<file path="src/rtl/button_conditioner.sv">
// button_conditioner: synchronises, debounces and edge-detects the raw UP/DOWN
// push buttons. It emits one-cycle press pulses and clean debounced levels, and
// suppresses the press pulse of a channel while the other channel is held.
// Optional feature macro: AUTO_REPEAT_EN adds a per-channel hold-to-repeat FSM.
module button_conditioner #(
  parameter int DEBOUNCE_CYCLES = 1000000,
  parameter int REPEAT_DELAY    = 50000000,
  parameter int REPEAT_PERIOD   = 10000000
) (
  input  logic clk,
  input  logic rst_n,
  input  logic UP,
  input  logic DOWN,
  output logic up_pulse,
  output logic down_pulse,
  output logic up_level,
  output logic down_level
);

  localparam int CNT_W = $clog2(DEBOUNCE_CYCLES + 1);
  localparam logic [CNT_W-1:0] CNT_LAST = CNT_W'(DEBOUNCE_CYCLES - 1);

  // Reject parameter values below the minimum the counters can handle.
  generate
    if (DEBOUNCE_CYCLES < 2 || REPEAT_DELAY < 2 || REPEAT_PERIOD < 2) begin : g_param_check
      $error("button_conditioner: DEBOUNCE_CYCLES, REPEAT_DELAY and REPEAT_PERIOD must be >= 2");
    end
  endgenerate

  // Channel index 0 = up, 1 = down throughout.
  logic [1:0]       raw;
  logic [1:0]       sync_p0;
  logic [1:0]       sync_p1;
  logic [1:0]       level;
  logic [CNT_W-1:0] cnt [2];
  logic [1:0]       settle;
  logic [1:0]       rise;
  logic [1:0]       press;
  logic [1:0]       pulse_d;

  assign raw = {DOWN, UP};

  // Two-flop synchroniser and per-channel debounce counter / level register.
  always_ff @(posedge clk or negedge rst_n) begin
    if (!rst_n) begin
      sync_p0 <= '0;
      sync_p1 <= '0;
      level   <= '0;
      for (int i = 0; i < 2; i++) begin
        cnt[i] <= '0;
      end
    end else begin
      sync_p0 <= raw;
      sync_p1 <= sync_p0;
      for (int i = 0; i < 2; i++) begin
        if (sync_p1[i] == level[i]) begin
          cnt[i] <= '0;
        end else if (cnt[i] == CNT_LAST) begin
          level[i] <= sync_p1[i];
          cnt[i]   <= '0;
        end else begin
          cnt[i] <= cnt[i] + CNT_W'(1);
        end
      end
    end
  end

  // A channel's level flips on this edge when its count is about to expire.
  assign settle[0] = (sync_p1[0] != level[0]) && (cnt[0] == CNT_LAST);
  assign settle[1] = (sync_p1[1] != level[1]) && (cnt[1] == CNT_LAST);
  assign rise      = settle & ~level;

  // A press only counts when the other button is neither held nor rising now.
  assign press[0] = rise[0] & ~level[1] & ~rise[1];
  assign press[1] = rise[1] & ~level[0] & ~rise[0];

`ifdef AUTO_REPEAT_EN
  localparam int RPT_MAX = (REPEAT_DELAY > REPEAT_PERIOD) ? REPEAT_DELAY : REPEAT_PERIOD;
  localparam int RPT_W   = $clog2(RPT_MAX);
  localparam logic [RPT_W-1:0] DELAY_LAST  = RPT_W'(REPEAT_DELAY - 1);
  localparam logic [RPT_W-1:0] PERIOD_LAST = RPT_W'(REPEAT_PERIOD - 1);

  typedef enum logic [1:0] {
    RPT_IDLE,
    RPT_DELAY,
    RPT_REPEAT
  } rpt_state_t;

  rpt_state_t       state     [2];
  rpt_state_t       state_nxt [2];
  logic [RPT_W-1:0] rcnt      [2];
  logic [RPT_W-1:0] rcnt_nxt  [2];
  logic [1:0]       rpt_fire;
  logic [1:0]       fall;
  logic [1:0]       other;

  assign fall  = settle & level;
  assign other = {level[0], level[1]};

  // Repeat FSM next state: counter holds while the other button is held.
  always_comb begin
    rpt_fire = '0;
    for (int i = 0; i < 2; i++) begin
      state_nxt[i] = state[i];
      rcnt_nxt[i]  = rcnt[i];
      case (state[i])
        RPT_IDLE: begin
          if (press[i]) begin
            state_nxt[i] = RPT_DELAY;
            rcnt_nxt[i]  = '0;
          end
        end
        RPT_DELAY: begin
          if (!other[i]) begin
            if (rcnt[i] == DELAY_LAST) begin
              rpt_fire[i]  = 1'b1;
              rcnt_nxt[i]  = '0;
              state_nxt[i] = RPT_REPEAT;
            end else begin
              rcnt_nxt[i] = rcnt[i] + RPT_W'(1);
            end
          end
        end
        RPT_REPEAT: begin
          if (!other[i]) begin
            if (rcnt[i] == PERIOD_LAST) begin
              rpt_fire[i] = 1'b1;
              rcnt_nxt[i] = '0;
            end else begin
              rcnt_nxt[i] = rcnt[i] + RPT_W'(1);
            end
          end
        end
        default: begin
          state_nxt[i] = RPT_IDLE;
          rcnt_nxt[i]  = '0;
        end
      endcase
      // Release always wins: back to idle, no pulse on the release edge.
      if (fall[i]) begin
        state_nxt[i] = RPT_IDLE;
        rcnt_nxt[i]  = '0;
        rpt_fire[i]  = 1'b0;
      end
    end
  end

  // Repeat FSM state and counter registers.
  always_ff @(posedge clk or negedge rst_n) begin
    if (!rst_n) begin
      for (int i = 0; i < 2; i++) begin
        state[i] <= RPT_IDLE;
        rcnt[i]  <= '0;
      end
    end else begin
      for (int i = 0; i < 2; i++) begin
        state[i] <= state_nxt[i];
        rcnt[i]  <= rcnt_nxt[i];
      end
    end
  end

  assign pulse_d = press | rpt_fire;
`else
  assign pulse_d = press;
`endif

  // Registered pulse outputs.
  always_ff @(posedge clk or negedge rst_n) begin
    if (!rst_n) begin
      up_pulse   <= 1'b0;
      down_pulse <= 1'b0;
    end else begin
      up_pulse   <= pulse_d[0];
      down_pulse <= pulse_d[1];
    end
  end

  assign up_level   = level[0];
  assign down_level = level[1];

endmodule

</file>
<file path="config.mk">
export PLATFORM = sky130hd
export DESIGN_NAME = button_conditioner
export DESIGN_NICKNAME = d
export VERILOG_FILES = /design/src/rtl/button_conditioner.sv
export SDC_FILE = /design/constraint.sdc
export NUM_CORES = 1
export LEC_CHECK = 0
export BUFFER_PORTS_ARGS = -buffer_cell sky130_fd_sc_hd__buf_2
export CAP_MARGIN = 20
export CORE_ASPECT_RATIO = 0.7
export CORE_MARGIN = 5
export CORE_UTILIZATION = 40
export CTS_CLUSTER_DIAMETER = 100
export DETAILED_ROUTE_END_ITERATION = 7
export SYNTH_ARGS = -nofsm -noshare
export SYNTH_HDL_FRONTEND = slang
export SYNTH_SLANG_ARGS = --single-unit
</file>
<file path="constraint.sdc">
create_clock -name clk -period 4.3 [get_ports clk]
set_input_delay 0.43 -clock clk [delete_from_list [all_inputs] [get_ports clk]]
set_output_delay 0.43 -clock clk [all_outputs]
set_load 0.1 [all_outputs]
</file>
==> results.json, run 1 <==
{
  "dp.cells": 300,
  "drt-total-wl_mm": 4.38,
  "ctsResizeCount": 0,
  "cts_setup_buffers": 0,
  "grt_max_degree": 49,
  "synth_top_area_share": 0.515,
  "nets": 240,
  "critPathRequiredTime_ns": 4.44,
  "min_to": "sync_p0[1]",
  "hold_viol": 0,
  "cts.sinks": 48,
  "max_cap_viol_count": 0,
  "whs_ns": 0.239,
  "vias": 1640,
  "yosysWarnings": 0,
  "yosys_register_bits": 48,
  "finalCriticalPeriod_ns": 2.07,
  "critPathLaunchType": "register",
  "synth_area_per_cell_um2": 10.5,
  "slew_viol_final": 0,
  "arrival_ns": 2.21,
  "run_status": "complete, no violations",
  "place_congestion": 0.795,
  "fin_ws_ns": 2.23,
  "synth_edf_count": 0,
  "grt_pass1_wl_mm": 7.56,
  "ys_top_cells_by_area": "dfrtp_1 51%, xnor2_1 6.0%, nor2_1 5.0%",
  "dieArea_mm2": 0.00749,
  "place_hpwl_mm": 2.97,
  "crit_path_max_fanout": 18,
  "drt_iter0_markers": 139,
  "clock_skew_ns": 0.00604,
  "seq_area_frac_synth": 0.515,
  "yosysMostFrequentCell": "dfrtp_1",
  "crit_path_top_delay_cell": "o41ai_4",
  "crit_path_start": "cnt[26]",
  "max-vdd-ir-drop_v": 0.000202,
  "sw_frac_of_total": 0.221,
  "die_y_um": 73.9,
  "setup_viol": 0,
  "nFillCells": 533,
  "via_per_inst": 5.31,
  "min-delay-start": "DOWN",
  "p_per_area_mw_per_mm2": 305,
  "worst_pin_slew_ns": 0.985,
  "dr.pass1.iters": 4,
  "p_int_uw": 611,
  "timing.rr.end": "cnt[31]",
  "die_w_um": 101,
  "htree_levels": 2,
  "critPathKind": "register to register",
  "synth_area_leader_cell": "dfrtp_1",
  "reg2reg_slack_ns": 2.23,
  "root_buffer": "clkbuf_8",
  "fmax_mhz": 484,
  "cts_buffers": 5,
  "slowest_delay_ns": 0.82,
  "port_buffers": 7,
  "end_kind": "register",
  "worstRegToRegCells": 4,
  "drc": 0,
  "num_antenna_cells": 0,
  "postLayoutCoreUtil": 0.451,
  "syn-num-nets": 228,
  "synth_cell_types": 39,
  "p_clk_frac": 0.369,
  "pwr-share-comb": 0.039,
  "antenna_found_initial": 0,
  "clk_pin_slew_ns": 0.09,
  "synth_cells": 222,
  "p_leak_uw": 0.00107,
  "place_ws_ns": 2.22,
  "slew_headroom": 0.341,
  "drive_above_1_share": 0.120,
  "gr-total-overflow": 0,
  "fin_tns_setup_ns": 0,
  "drtAntennaViolNets": 0,
  "path_cells": "nor4b_1, nand3b_1, o41ai_4, nor2_1",
  "fin_crit_sh": 0.481,
  "syn_area_mm2": 0.00233,
  "start_util": 0.410,
  "hold_depth": 1,
  "cts_buffer_depth": 2,
  "hp-class": "input pin to register",
  "synth_commonest_cells": "48 x dfrtp_1, 31 x nor2_1, 16 x xnor2_1",
  "clk_latency_ns": 0.29,
  "switching_power_uw": 173,
  "rr_startpoint": "cnt[26]",
  "num_io_pins": 8,
  "synthArstFlopShare": 1.00,
  "rows": 23,
  "cts_tree": "done",
  "instances_no_fill": 309,
  "syn_to_final_growth_pct": 10.1,
  "synth_flop_cell": "dfrtp_1",
  "grtUsageTotal": 0.129,
  "grt_pass1_vias": 1548,
  "rsz0062_at_grt": "false",
  "pwr-share-seq": 0.592,
  "routedWlPerCell_um": 14.2,
  "core_area_mm2": 0.00570
}
[worst max-delay path: cells and delay by family (launching register included)]
family / cells / cell delay (ns)
and+or+nand+nor: 3 / 0.66
AOI/OAI and AO/OA: 1 / 0.82
DFF: 1 / 0.44
[logic make-up after synthesis]
family	synth area share
and+or+nand+nor	0.270
DFF	0.515
muxes	0.00965
AOI/OAI and AO/OA	0.0729
xor gates and xnor gates	0.101
adders and majority gates	0.0107
buffers and inverters	0.0209
[state kept, by name, summed over array words and instances, names as in the netlist]
| name | flops |
|---|---|
| down_pulse | 1 |
| up_pulse | 1 |
| cnt | 40 |
| sync_p0 | 2 |
| level | 2 |
| sync_p1 | 2 |
[placed cells by master, fill, tap and decap left out, types with 6 or more instances in the layout]
cell type and instances:
nand3_1 10, xor2_1 11, a21oi_1 11, buf_2 7, clkbuf_8 7, inv_1 8
nor4_1 8, nand4_1 6, nor2_1 31, nand2_1 10, o21ai_0 9, or3_1 8
xnor2_1 16, dfrtp_1 48
[power by group through the flow]
stage	combinational [uW]	clock [uW]	sequential, uW
2_1_floorplan	15.6	0	472
3_3_place_gp	28.6	0	473
3_5_place_dp	28.6	0	473
4_1_cts	28.7	298	464
5_1_grt	36.1	318	465
6_report	30.4	290	464
[how the worst max path moves through the flow]
| stage | endpoint | slack, ns | cells after the start |
|---|---|---|---|
| final | cnt[31] | 2.23 | 4 |
| after detailed placement | cnt[23] | 2.22 | 4 |
| after floorplan | cnt[10] | 2.46 | 5 |
| after CTS | cnt[31] | 2.20 | 4 |
| after global routing | cnt[35] | 1.99 | 4 |
| after global placement | cnt[31] | 2.25 | 4 |
[through the flow]
stage	area [um2]	total power [uW]
2_1_floorplan	2330	487
3_3_place_gp	2440	502
3_5_place_dp	2440	501
4_1_cts	2540	791
5_1_grt	2570	819
6_report	2570	784
[timing repair]
item / 4_1_cts / 5_1_grt
hold buffers: 0 / 1
setup endpoints to repair: 0 / 0
hold endpoints to repair: 0 / 2
[final cells by class]
type                            count  area (um2)  area share
Timing Repair Buffer                9        65.1      0.0253
Inverter                            8        30.0      0.0117
Sequential cell                    48        1200       0.467
Tap cell                           75        93.8      0.0365
Multi-Input combinational cell    162        1080       0.422
Clock buffer                        7        96.3      0.0375
[per-layer routing]
| layer | up-vias | global-route usage | share of wire |
|---|---|---|---|
| met5 | - | 0 | 0 |
| met4 | 0 | 0.0310 | 0.0052 |
| met3 | 2 | 0.0285 | 0.038 |
| met2 | 29 | 0.166 | 0.39 |
| met1 | 796 | 0.213 | 0.57 |
| li1 | 813 | - | - |
(Power assumes the default switching activity.)
==> inputs of run 2 (changes only) <==
clock period = 2.1 ns   (was 4.3 ns; I/O delays follow)
==> run 2 against run 1 <==
Effect of this change: die area is the same; worst setup slack lost 2.1 ns; combinational power grew 120%; worst hold slack lost 0.22 ns; critical path type unchanged; via count grew 0.91%; first-iteration DRC count shrank 45%; sequential power grew 100%; sequential share of layout area shrank 0.32 points; flip-flop and latch count is the same; global-route usage grew 0.29 points.
==> results.json, run 2 (synthesized netlist as in run 1, its figures left out) <==
{
  "run_status": "complete, no violations",
  "crit_path_max_fanout": 6,
  "antenna_found_initial": 0,
  "clock_skew_ns": 0.00347,
  "cts.sinks": 48,
  "die_w_um": 101,
  "routedWlPerCell_um": 14.1,
  "drt_iter0_markers": 77,
  "place_hpwl_mm": 3.11,
  "dr.pass1.iters": 4,
  "cts_buffer_depth": 2,
  "top_register": "cnt",
  "mostFrequentLayoutCells": "48 x dfrtp_1, 31 x nor2_1, 16 x xnor2_1",
  "num_antenna_cells": 0,
  "critPathLaunchType": "register",
  "hold_viol": 0,
  "fmax_mhz": 518,
  "worstRegToRegCells": 4,
  "place_ws_ns": 0.157,
  "rr_startpoint": "cnt[26]",
  "via_per_inst": 5.29,
  "crit_path_top_delay_cell": "or4_4",
  "max_cap_viol_count": 0,
  "nets": 244,
  "root_buffer": "clkbuf_8",
  "fin_tns_setup_ns": 0,
  "path_buf_inv": 0,
  "finalCriticalPeriod_ns": 1.93,
  "switching_power_uw": 335,
  "dieArea_mm2": 0.00749,
  "hold_depth": 1,
  "clk_latency_ns": 0.29,
  "gr-total-overflow": 0,
  "rsz0062_at_grt": "false",
  "htree_levels": 2,
  "grt_pass1_vias": 1549,
  "critPathRequiredTime_ns": 2.27,
  "drc": 0,
  "start_util": 0.410,
  "setup_viol": 0,
  "drive_above_1_share": 0.134,
  "end_kind": "register",
  "p_leak_uw": 0.00108,
  "sw_frac_of_total": 0.220,
  "die_y_um": 73.9,
  "path_delay_family": "simple AND/OR/NAND/NOR gates",
  "core_area_mm2": 0.00570,
  "port_buffers": 7,
  "num_io_pins": 8,
  "drtAntennaViolNets": 0,
  "syn_to_final_growth_pct": 10.9,
  "slowest_delay_ns": 0.48,
  "clk_pin_slew_ns": 0.08,
  "arrival_ns": 2.10,
  "p_clk_frac": 0.332,
  "pwr-share-seq": 0.624,
  "fin_ws_ns": 0.171,
  "cts_buffers": 5,
  "drt-total-wl_mm": 4.43,
  "timing.rr.end": "level[0]",
  "place_congestion": 0.812,
  "grt_max_degree": 49,
  "vias": 1655,
  "hp-class": "input pin to register",
  "cts_setup_buffers": 0,
  "min_to": "sync_p0[1]",
  "reg2reg_slack_ns": 0.17,
  "slew_viol_final": 0,
  "fin_crit_sh": 0.918,
  "worst_pin_slew_ns": 0.492,
  "max-vdd-ir-drop_v": 0.000349,
  "cts_tree": "done",
  "final_common_cell": "dfrtp_1",
  "slew_headroom": 0.674,
  "path_cells": "nor4b_1, nand3b_1, or4_4, mux2_1",
  "pwr-share-comb": 0.044,
  "whs_ns": 0.0210,
  "min-delay-start": "DOWN",
  "rows": 23,
  "critPathKind": "register to register",
  "grtUsageTotal": 0.132,
  "p_int_uw": 1190,
  "largest_reg_flops": 40,
  "grt_pass1_wl_mm": 7.74,
  "p_per_area_mw_per_mm2": 588
}
-- run 2: cell types whose count changed in the layout (fill, tap and decap cells not counted), sizes merged --
cell	previous run	this run
clkbuf	7	6
clkinv	0	1
buf	8	12
-- run 2: metal layers --
layer | wire [um] | global-route usage
met1 | 2540 | 0.210
met4 | 53 | 0.0442
met3 | 184 | 0.0342
met2 | 1650 | 0.168
met5 | 0 | 0
-- run 2: how the worst max path moves through the flow --
stage / start / end / cells past startpoint
after global routing: cnt[0] / cnt[7] / 5
final: cnt[26] / level[0] / 4
after global placement: cnt[26] / level[0] / 4
after floorplan: level[1] / cnt[10] / 5
after CTS: cnt[0] / level[1] / 5
after detailed placement: cnt[0] / cnt[16] / 5
-- run 2: what timing repair did --
item | 4_1_cts | 5_1_grt
hold buffers | 1 | 0
endpoints found under the setup margin | 0 | 20
hold endpoints to repair | 48 | 0
resized for setup | 0 | 1
-- run 2: cell type report --
class	count	area, um2
clock buffers	6	72.6
clock inverters	1	5.00
fillers	550	3110
inverters	8	30.0
multi-input cells	162	1090
flip-flops and latches	48	1200
well taps	75	93.8
repair buffers	13	95.1
-- run 2: per-stage QoR --
stage | power, uW | area (um2) | util | std cells
5_1_grt | 1600 | 2590 | 0.454 | 313
2_1_floorplan | 998 | 2330 | - | 222
3_5_place_dp | 1040 | 2490 | 0.438 | 305
3_3_place_gp | 1030 | 2490 | 0.438 | 305
4_1_cts | 1550 | 2580 | 0.453 | 313
6_report | 1520 | 2590 | 0.454 | 313
-- run 2: worst reg2reg max path: cells and delay by family (launching register included) --
family	cells	cell delay [ns]
simple gates	3	1.06
flops	1	0.44
mux	1	0.32
-- run 2: power groups by stage --
stage               sequential, uW  combinational (uW)  clock [uW]
floorplan                      966                31.9           0
global placement               968                67.1           0
detailed placement             968                67.1           0
CTS                            950                69.0         535
global route                   952                76.8         569
finish                         950                66.3         505
